[src/rtl/operand_fifo.sv]
// operand_fifo: synchronous operand/opcode FIFO feeding control_path.
// Optional sticky overflow/underflow flags when OPERAND_FIFO_ERR_EN is defined.
module operand_fifo #(
    parameter int w     = 8,
    parameter int DEPTH = 8,
    localparam int AW   = $clog2(DEPTH)
) (
    input  logic          clk,
    input  logic          rst,
    input  logic [w-1:0]  in,
    input  logic          valid,
    output logic          ready_wr,
    input  logic          rd,
    output logic          valid_rd,
    output logic [w-1:0]  fifo_out,
    output logic          out_vld,
    output logic [AW:0]   count
`ifdef OPERAND_FIFO_ERR_EN
    ,
    output logic          overflow_err,
    output logic          underflow_err
`endif
);

    localparam logic [AW:0] FULL_CNT = (AW + 1)'(DEPTH);

    logic [w-1:0]  mem [DEPTH];
    logic [AW-1:0] wr_ptr;
    logic [AW-1:0] rd_ptr;
    logic [AW:0]   count_q;
    logic [AW:0]   count_d;
    logic          full;
    logic          empty;
    logic          wr_en;
    logic          rd_en;

    // Flags come only from registered occupancy, never from inputs.
    assign full     = (count_q == FULL_CNT);
    assign empty    = (count_q == '0);
    assign ready_wr = !full;
    assign valid_rd = !empty;
    assign count    = count_q;

    // Accepted transfers; a full FIFO never passes a write through a read.
    assign wr_en = valid && !full && !rst;
    assign rd_en = rd && !empty && !rst;

    // Occupancy change for this cycle.
    always_comb begin
        count_d = count_q;
        unique case ({wr_en, rd_en})
            2'b10:   count_d = count_q + 1'b1;
            2'b01:   count_d = count_q - 1'b1;
            default: count_d = count_q;
        endcase
    end

    // Storage array; contents survive reset.
    always_ff @(posedge clk) begin
        if (wr_en) begin
            mem[wr_ptr] <= in;
        end
    end

    // Pointers and occupancy; pointers wrap naturally at DEPTH.
    always_ff @(posedge clk) begin
        if (rst) begin
            wr_ptr  <= '0;
            rd_ptr  <= '0;
            count_q <= '0;
        end else begin
            if (wr_en) begin
                wr_ptr <= wr_ptr + 1'b1;
            end
            if (rd_en) begin
                rd_ptr <= rd_ptr + 1'b1;
            end
            count_q <= count_d;
        end
    end

    // Registered read port with one-cycle update pulse.
    always_ff @(posedge clk) begin
        if (rst) begin
            fifo_out <= '0;
            out_vld  <= 1'b0;
        end else begin
            out_vld <= rd_en;
            if (rd_en) begin
                fifo_out <= mem[rd_ptr];
            end
        end
    end

`ifdef OPERAND_FIFO_ERR_EN
    // Sticky protocol-violation flags, cleared only by reset.
    always_ff @(posedge clk) begin
        if (rst) begin
            overflow_err  <= 1'b0;
            underflow_err <= 1'b0;
        end else begin
            if (valid && full) begin
                overflow_err <= 1'b1;
            end
            if (rd && empty) begin
                underflow_err <= 1'b1;
            end
        end
    end
`endif

endmodule
[config.mk]
export PLATFORM = sky130hd
export DESIGN_NAME = operand_fifo
export DESIGN_NICKNAME = d
export VERILOG_FILES = /design/src/rtl/operand_fifo.sv
export SDC_FILE = /design/constraint.sdc
export NUM_CORES = 1
export LEC_CHECK = 0
export CAP_MARGIN = 10
export CORE_ASPECT_RATIO = 0.6
export CORE_MARGIN = 3
export CORE_UTILIZATION = 35
export DETAILED_ROUTE_END_ITERATION = 10
export SETUP_SLACK_MARGIN = 0.2
export SLEW_MARGIN = 30
export SYNTH_ARGS = -nofsm -noshare
export SYNTH_HDL_FRONTEND = slang
export SYNTH_SLANG_ARGS = --single-unit
[constraint.sdc]
create_clock -name clk -period 3.5 [get_ports clk]
set_clock_uncertainty 0.1 [all_clocks]
set_input_delay 0.7 -clock clk [delete_from_list [all_inputs] [get_ports clk]]
set_output_delay 0.7 -clock clk [all_outputs]
set_load 0.01 [all_outputs]
==> results.sh, run 1 <==
export IMPL_avgSynthCellArea_sq_um=17.4
export IMPL_synth_seq_cells=83
export IMPL_start_util_pct=36.5
export IMPL_crit_arrival_ps=2980
export IMPL_grt_pass1_wl_um=9430
export IMPL_start_kind="flip-flop"
export IMPL_min_from="fifo_out[7]"
export IMPL_cap_violations=0
export IMPL_drive_above_1_share_pct=26.9
export IMPL_rr_worst_depth=8
export IMPL_period_share_pct=80.4
export IMPL_ys_types=35
export IMPL_post_place_ws_ps=372
export IMPL_mostFrequentLayoutCells="64 x edfxtp_1, 26 x clkdlybuf4s50_1, 24 x nor2_1, 19 x dfxtp_1, 16 x mux4_2"
export IMPL_track_usage_pct=12.0
export IMPL_rsz0062_at_grt="no"
export IMPL_diodes=0
export IMPL_wl_per_cell_um=16.2
export IMPL_seq_area_frac_synth_pct=67.9
export IMPL_clk_pin_slew_worst_paths_ps=60
export IMPL_crit_path_frequent_cell="a21oi_1"
export IMPL_fin_crit_ps=2810
export IMPL_cts_resized_gates=0
export IMPL_hold_path_class="reg -> reg"
export IMPL_fin_ws_ps=687
export IMPL_max_freq_mhz=356
export IMPL_vias=1724
export IMPL_antenna_found_initial=0
export IMPL_reg2reg_from="count[0]"
export IMPL_outcome="finished clean"
export IMPL_ant_nets=0
export IMPL_cp_required_ps=3670
export IMPL_core_area_sq_um=9290
export IMPL_cpPeakStageDelay_ps=710
export IMPL_worstHoldPathCells=2
export IMPL_worst_path_buf_inv=0
export IMPL_yosysWarnings=0
export IMPL_path_max_fanout=7
export IMPL_gp_congestion=0.770
export IMPL_numCtsBuffers=9
export IMPL_n_fill_cell=815
export IMPL_die_area_sq_um=10900
export IMPL_rows=27
export IMPL_dpl_hpwl_um=4070
export IMPL_die_x_um=133
export IMPL_ff2ff_setup_slack_ps=690
export IMPL_grt_overflow=0
export IMPL_hold_viol=0
export IMPL_synth_area_sq_um=3390
export IMPL_die_h_um=82.3
export IMPL_p_per_area_nw_per_um2=551
export IMPL_hold_end="fifo_out[7]"
export IMPL_relSlewSlack_pct=40.5
export IMPL_grt_pass1_vias=1708
export IMPL_post_route_drc_count=0
export IMPL_wirelength_um=5980
export IMPL_r2r_end="count[3]"
export IMPL_io_buffers=26
export IMPL_synthToLayoutAreaGrowth_pct=20.8
export IMPL_grt_max_degree=19
export IMPL_tns_ps=0
export IMPL_syn_inst=195
export IMPL_cts_root_buf="clkbuf_16"
export IMPL_cts_max_path_buffers=2
export IMPL_peakVddDrop_uv=274
export IMPL_cts_tree="done"
export IMPL_cp_slowest_cell="or4b_1"
export IMPL_ioPinCount=27
export IMPL_postCtsSetupBuffers=0
export IMPL_clkLatencyLatePin_ps=330
export IMPL_finalMaxSlewViolations=0
export IMPL_viasPerCell=4.68
export IMPL_layout_commonest_cell="edfxtp_1"
export IMPL_drt_iter0_drc=121
export IMPL_dr_pass1_iters=4
export IMPL_setup_violations_final=0
export IMPL_hold_buffers=0
export IMPL_cts_num_sinks=83
export IMPL_worstPathCellList="or4b_1 -> nand3b_4 -> ha_1 -> ha_1 -> a21oi_1 -> a21oi_1 -> or4_1 -> a21oi_1"
export IMPL_worstSetupPathType="reg -> reg"
export IMPL_cp_end_kind="flip-flop"
export IMPL_power_leakage_nw=1.34
export IMPL_path_delay_family="simple AND/OR/NAND/NOR gates"
export IMPL_tightest_slew_ps=892
export IMPL_htree_levels=3
export IMPL_final_nets=251
export IMPL_syn_num_nets=213
==> layout make-up <==
| class | count | area, sq um | share of cell area [%] |
|---|---|---|---|
| sequential | 83 | 2300 | 56.2 |
| multi-input combinational | 99 | 1010 | 24.6 |
| timing repair buffer | 37 | 343 | 8.37 |
| clock buffer | 10 | 229 | 5.59 |
| tap | 130 | 163 | 3.97 |
| clock inverter | 6 | 42.5 | 1.04 |
| inverter | 3 | 11.3 | 0.275 |
==> logic make-up after synthesis <==
| logic type | count (synthesis) | share of synthesized area, % |
|---|---|---|
| xor+xnor | 6 | 1.77 |
| mux | 17 | 10.9 |
| simple gates | 54 | 9.85 |
| fa+ha+maj | 6 | 2.43 |
| compound gates | 16 | 4.68 |
| buf+inv | 13 | 2.47 |
| flops | 83 | 67.9 |
==> registers in the layout, summed over array words and instances (netlist names) <==
name	flops
wr_ptr	3
count	4
fifo_out	8
mem	64
rd_ptr	3
out_vld	1
==> metal layers <==
metal  track usage, %  up-vias  share of wire, %
met5                0        -                 0
met4             4.00        0              0.70
met3             5.51        6               9.9
met2             17.4       53                42
met1             16.2      834                47
li1                 -      831                 -
==> Yosys cell counts <==
cell,n,area [sq um]
a21oi_1,6,30.0
and3_1,1,6.26
buf_12,1,20.0
buf_2,2,10.0
buf_6,2,22.5
clkbuf_1,4,15.0
clkbuf_2,1,5.00
dfxtp_1,19,380
edfxtp_1,64,1920
fa_1,1,20.0
ha_1,5,62.6
inv_1,3,11.3
mux2i_1,1,10.0
mux4_2,16,360
nand2_1,4,15.0
nand2_4,1,11.3
nand2b_1,2,12.5
nand2b_4,1,13.8
nand3_1,2,10.0
nand3_2,1,10.0
nand3b_4,1,20.0
nand4b_1,1,8.76
nor2_1,24,90.1
nor2b_1,2,12.5
nor3_1,2,10.0
nor3_2,8,80.1
o22ai_2,8,100
o31ai_1,1,7.51
o41a_4,1,21.3
or2_4,1,8.76
or4_1,2,15.0
or4b_1,1,10.0
xnor2_1,1,8.76
xor2_1,4,35.0
xor2_2,1,16.3
==> worst max path at each step <==
stage / start / to / slack [ps] / cells past startpoint
floorplan: count[3] / count[3] / 720 / 9
CTS: count[0] / count[3] / 680 / 8
detailed placement: rst / count[3] / 370 / 8
finish: count[0] / count[3] / 690 / 8
global placement: rst / count[3] / 470 / 8
global route: count[0] / count[3] / 500 / 8
==> per-stage QoR <==
step | cell area (sq um) | util, % | instances | total power, mW | hold slack [ps]
after floorplan | 3390 | - | 195 | 1.35 | 397
after global placement | 3820 | 41.2 | 352 | 1.44 | 380
after detailed placement | 3820 | 41.2 | 352 | 1.44 | 392
after CTS | 4100 | 44.1 | 368 | 2.29 | 405
after global routing | 4100 | 44.1 | 368 | 2.37 | 434
final | 4100 | 44.1 | 368 | 2.26 | 395
==> worst min-delay path: stages (launching register included) <==
cell and delay, ps:
dfxtp_1 320, nor2_1 50, nor3_2 80
==> where the power goes <==
group	total [mW]	switching (mW)	internal (mW)
Sequential	1.12	0.0261	1.10
Clock	0.842	0.362	0.480
Combinational	0.296	0.142	0.154
(Power assumes the default switching activity.)
==> run 2: changes to the inputs <==
==> constraint.sdc (replaced) <==
create_clock -name clk -period 2.8 [get_ports clk]
set_clock_uncertainty 0.1 [all_clocks]
set_input_delay 0.56 -clock clk [delete_from_list [all_inputs] [get_ports clk]]
set_output_delay 0.56 -clock clk [all_outputs]
set_load 0.01 [all_outputs]
==> results.sh, run 2 (same netlist as run 1, synthesis figures left out) <==
export IMPL_rows=27
export IMPL_io_buffers=26
export IMPL_ioPinCount=27
export IMPL_worstSetupPathType="in -> reg"
export IMPL_peakVddDrop_uv=359
export IMPL_cpPeakStageDelay_ps=480
export IMPL_grt_overflow=0
export IMPL_hold_ws_ps=393
export IMPL_drt_iter0_drc=136
export IMPL_htree_levels=3
export IMPL_n_fill_cell=810
export IMPL_path_max_fanout=3
export IMPL_post_route_drc_count=0
export IMPL_antenna_found_initial=0
export IMPL_relSlewSlack_pct=75.3
export IMPL_clk_pin_slew_worst_paths_ps=60
export IMPL_largest_reg_flops=64
export IMPL_multi_input_area_sq_um=1040
export IMPL_r2r_end="count[3]"
export IMPL_viasPerCell=4.71
export IMPL_place_inst=356
export IMPL_startpoint="rd"
export IMPL_fin_cells=372
export IMPL_ff2ff_setup_slack_ps=320
export IMPL_crit_arrival_ps=2670
export IMPL_cp_end_kind="flip-flop"
export IMPL_reg2reg_from="count[2]"
export IMPL_max_freq_mhz=397
export IMPL_hold_viol=0
export IMPL_ant_nets=0
export IMPL_fin_util_pct=44.7
export IMPL_die_h_um=82.3
export IMPL_cts_num_sinks=83
export IMPL_gp_congestion=0.754
export IMPL_die_area_sq_um=10900
export IMPL_track_usage_pct=13.1
export IMPL_mostFrequentLayoutCells="64 x edfxtp_1, 25 x clkdlybuf4s50_1, 24 x nor2_1, 16 x mux4_2"
export IMPL_grt_max_degree=19
export IMPL_postCtsSetupBuffers=0
export IMPL_hold_end="fifo_out[0]"
export IMPL_drive_above_1_share_pct=30.6
export IMPL_core_area_sq_um=9290
export IMPL_total_power_mw=2.82
export IMPL_cts_root_buf="clkbuf_16"
export IMPL_cp_slowest_cell="or4_1"
export IMPL_cts_max_path_buffers=2
export IMPL_diodes=0
export IMPL_start_kind="input port"
export IMPL_tightest_slew_ps=371
export IMPL_cap_violations=0
export IMPL_final_seq_area_sq_um=2310
export IMPL_layout_commonest_cell="edfxtp_1"
export IMPL_finalMaxSlewViolations=0
export IMPL_die_x_um=133
export IMPL_grt_pass1_wl_um=10200
export IMPL_dpl_hpwl_um=4380
export IMPL_numCtsBuffers=9
export IMPL_place_area_sq_um=3880
export IMPL_fin_crit_ps=2520
export IMPL_wirelength_um=6430
export IMPL_start_util_pct=36.5
export IMPL_hold_path_class="reg -> reg"
export IMPL_cts_tree="done"
export IMPL_vias=1753
export IMPL_cp_required_ps=2950
export IMPL_wl_per_cell_um=17.3
export IMPL_rsz0062_at_grt="yes"
export IMPL_worst_path_buf_inv=1
export IMPL_final_nets=255
export IMPL_outcome="finished clean"
export IMPL_max_flop_register="mem"
export IMPL_dr_pass1_iters=4
export IMPL_synthToLayoutAreaGrowth_pct=22.5
export IMPL_path_delay_family="simple AND/OR/NAND/NOR gates"
export IMPL_grt_pass1_vias=1750
export IMPL_setup_violations_final=0
export IMPL_worstPathCellList="clkdlybuf4s50_1 -> o41a_4 -> nor2b_1 -> ha_4 -> ha_4 -> a21oi_2 -> a21oi_1 -> or4_1 -> a21oi_1"
export IMPL_design_area_sq_um=4150
export IMPL_min_from="fifo_out[0]"
export IMPL_period_share_pct=89.9
export IMPL_crit_cells=9
export IMPL_clkLatencyLatePin_ps=330
export IMPL_power_leakage_nw=1.36
export IMPL_rr_worst_depth=8
export IMPL_worstHoldPathCells=2
export IMPL_p_per_area_nw_per_um2=679
## run 2: per-stage QoR
step	TNS, ps	setup slack (ps)
after detailed placement	-4.32	-4.32
after CTS	0	204
after global placement	0	87.0
final	0	283
after global routing	0	176
after floorplan	0	192
## run 2: worst max-delay path by stage
stage and to:
3_5_place_dp count[3], 4_1_cts ready_wr, 5_1_grt count[3], 3_3_place_gp count[3], 2_1_floorplan count[3], 6_report count[3]
## run 2: area by class of cell
cell class	instances	share of cell area [%]
repair buffers	41	9.04
clock buffers	13	5.78
clock inverters	3	0.392
flip-flops and latches	83	55.6
multi-input cells	99	25.0
well taps	130	3.92
inverters	3	0.271
## run 2: worst reg2reg max path: cells and delay by family (launching register included)
kind	cells	cell delay [ps]
AO/OA/AOI/OAI	4	860
adder cells (fa/ha/maj)	2	430
flip-flops	1	370
AND/OR/NAND/NOR	2	650
## run 2: routing by layer
layer	global-route usage [%]	part of all wire [%]	routed length (um)
met2	19.0	43	2770
met4	4.62	0.84	54
met1	18.6	51	3300
met3	4.36	4.7	301
met5	0	0	0
## run 2: timing repair
item	4_1_cts	5_1_grt
gates resized for setup	3	2
endpoints found under the setup margin	2	2
hold buffers	0	0
## run 2: where the power goes
| group | switching (mW) | internal, mW | leakage [nW] |
|---|---|---|---|
| Clock | 0.432 | 0.599 | 0.128 |
| Combinational | 0.189 | 0.201 | 0.495 |
| Sequential | 0.0284 | 1.37 | 0.735 |
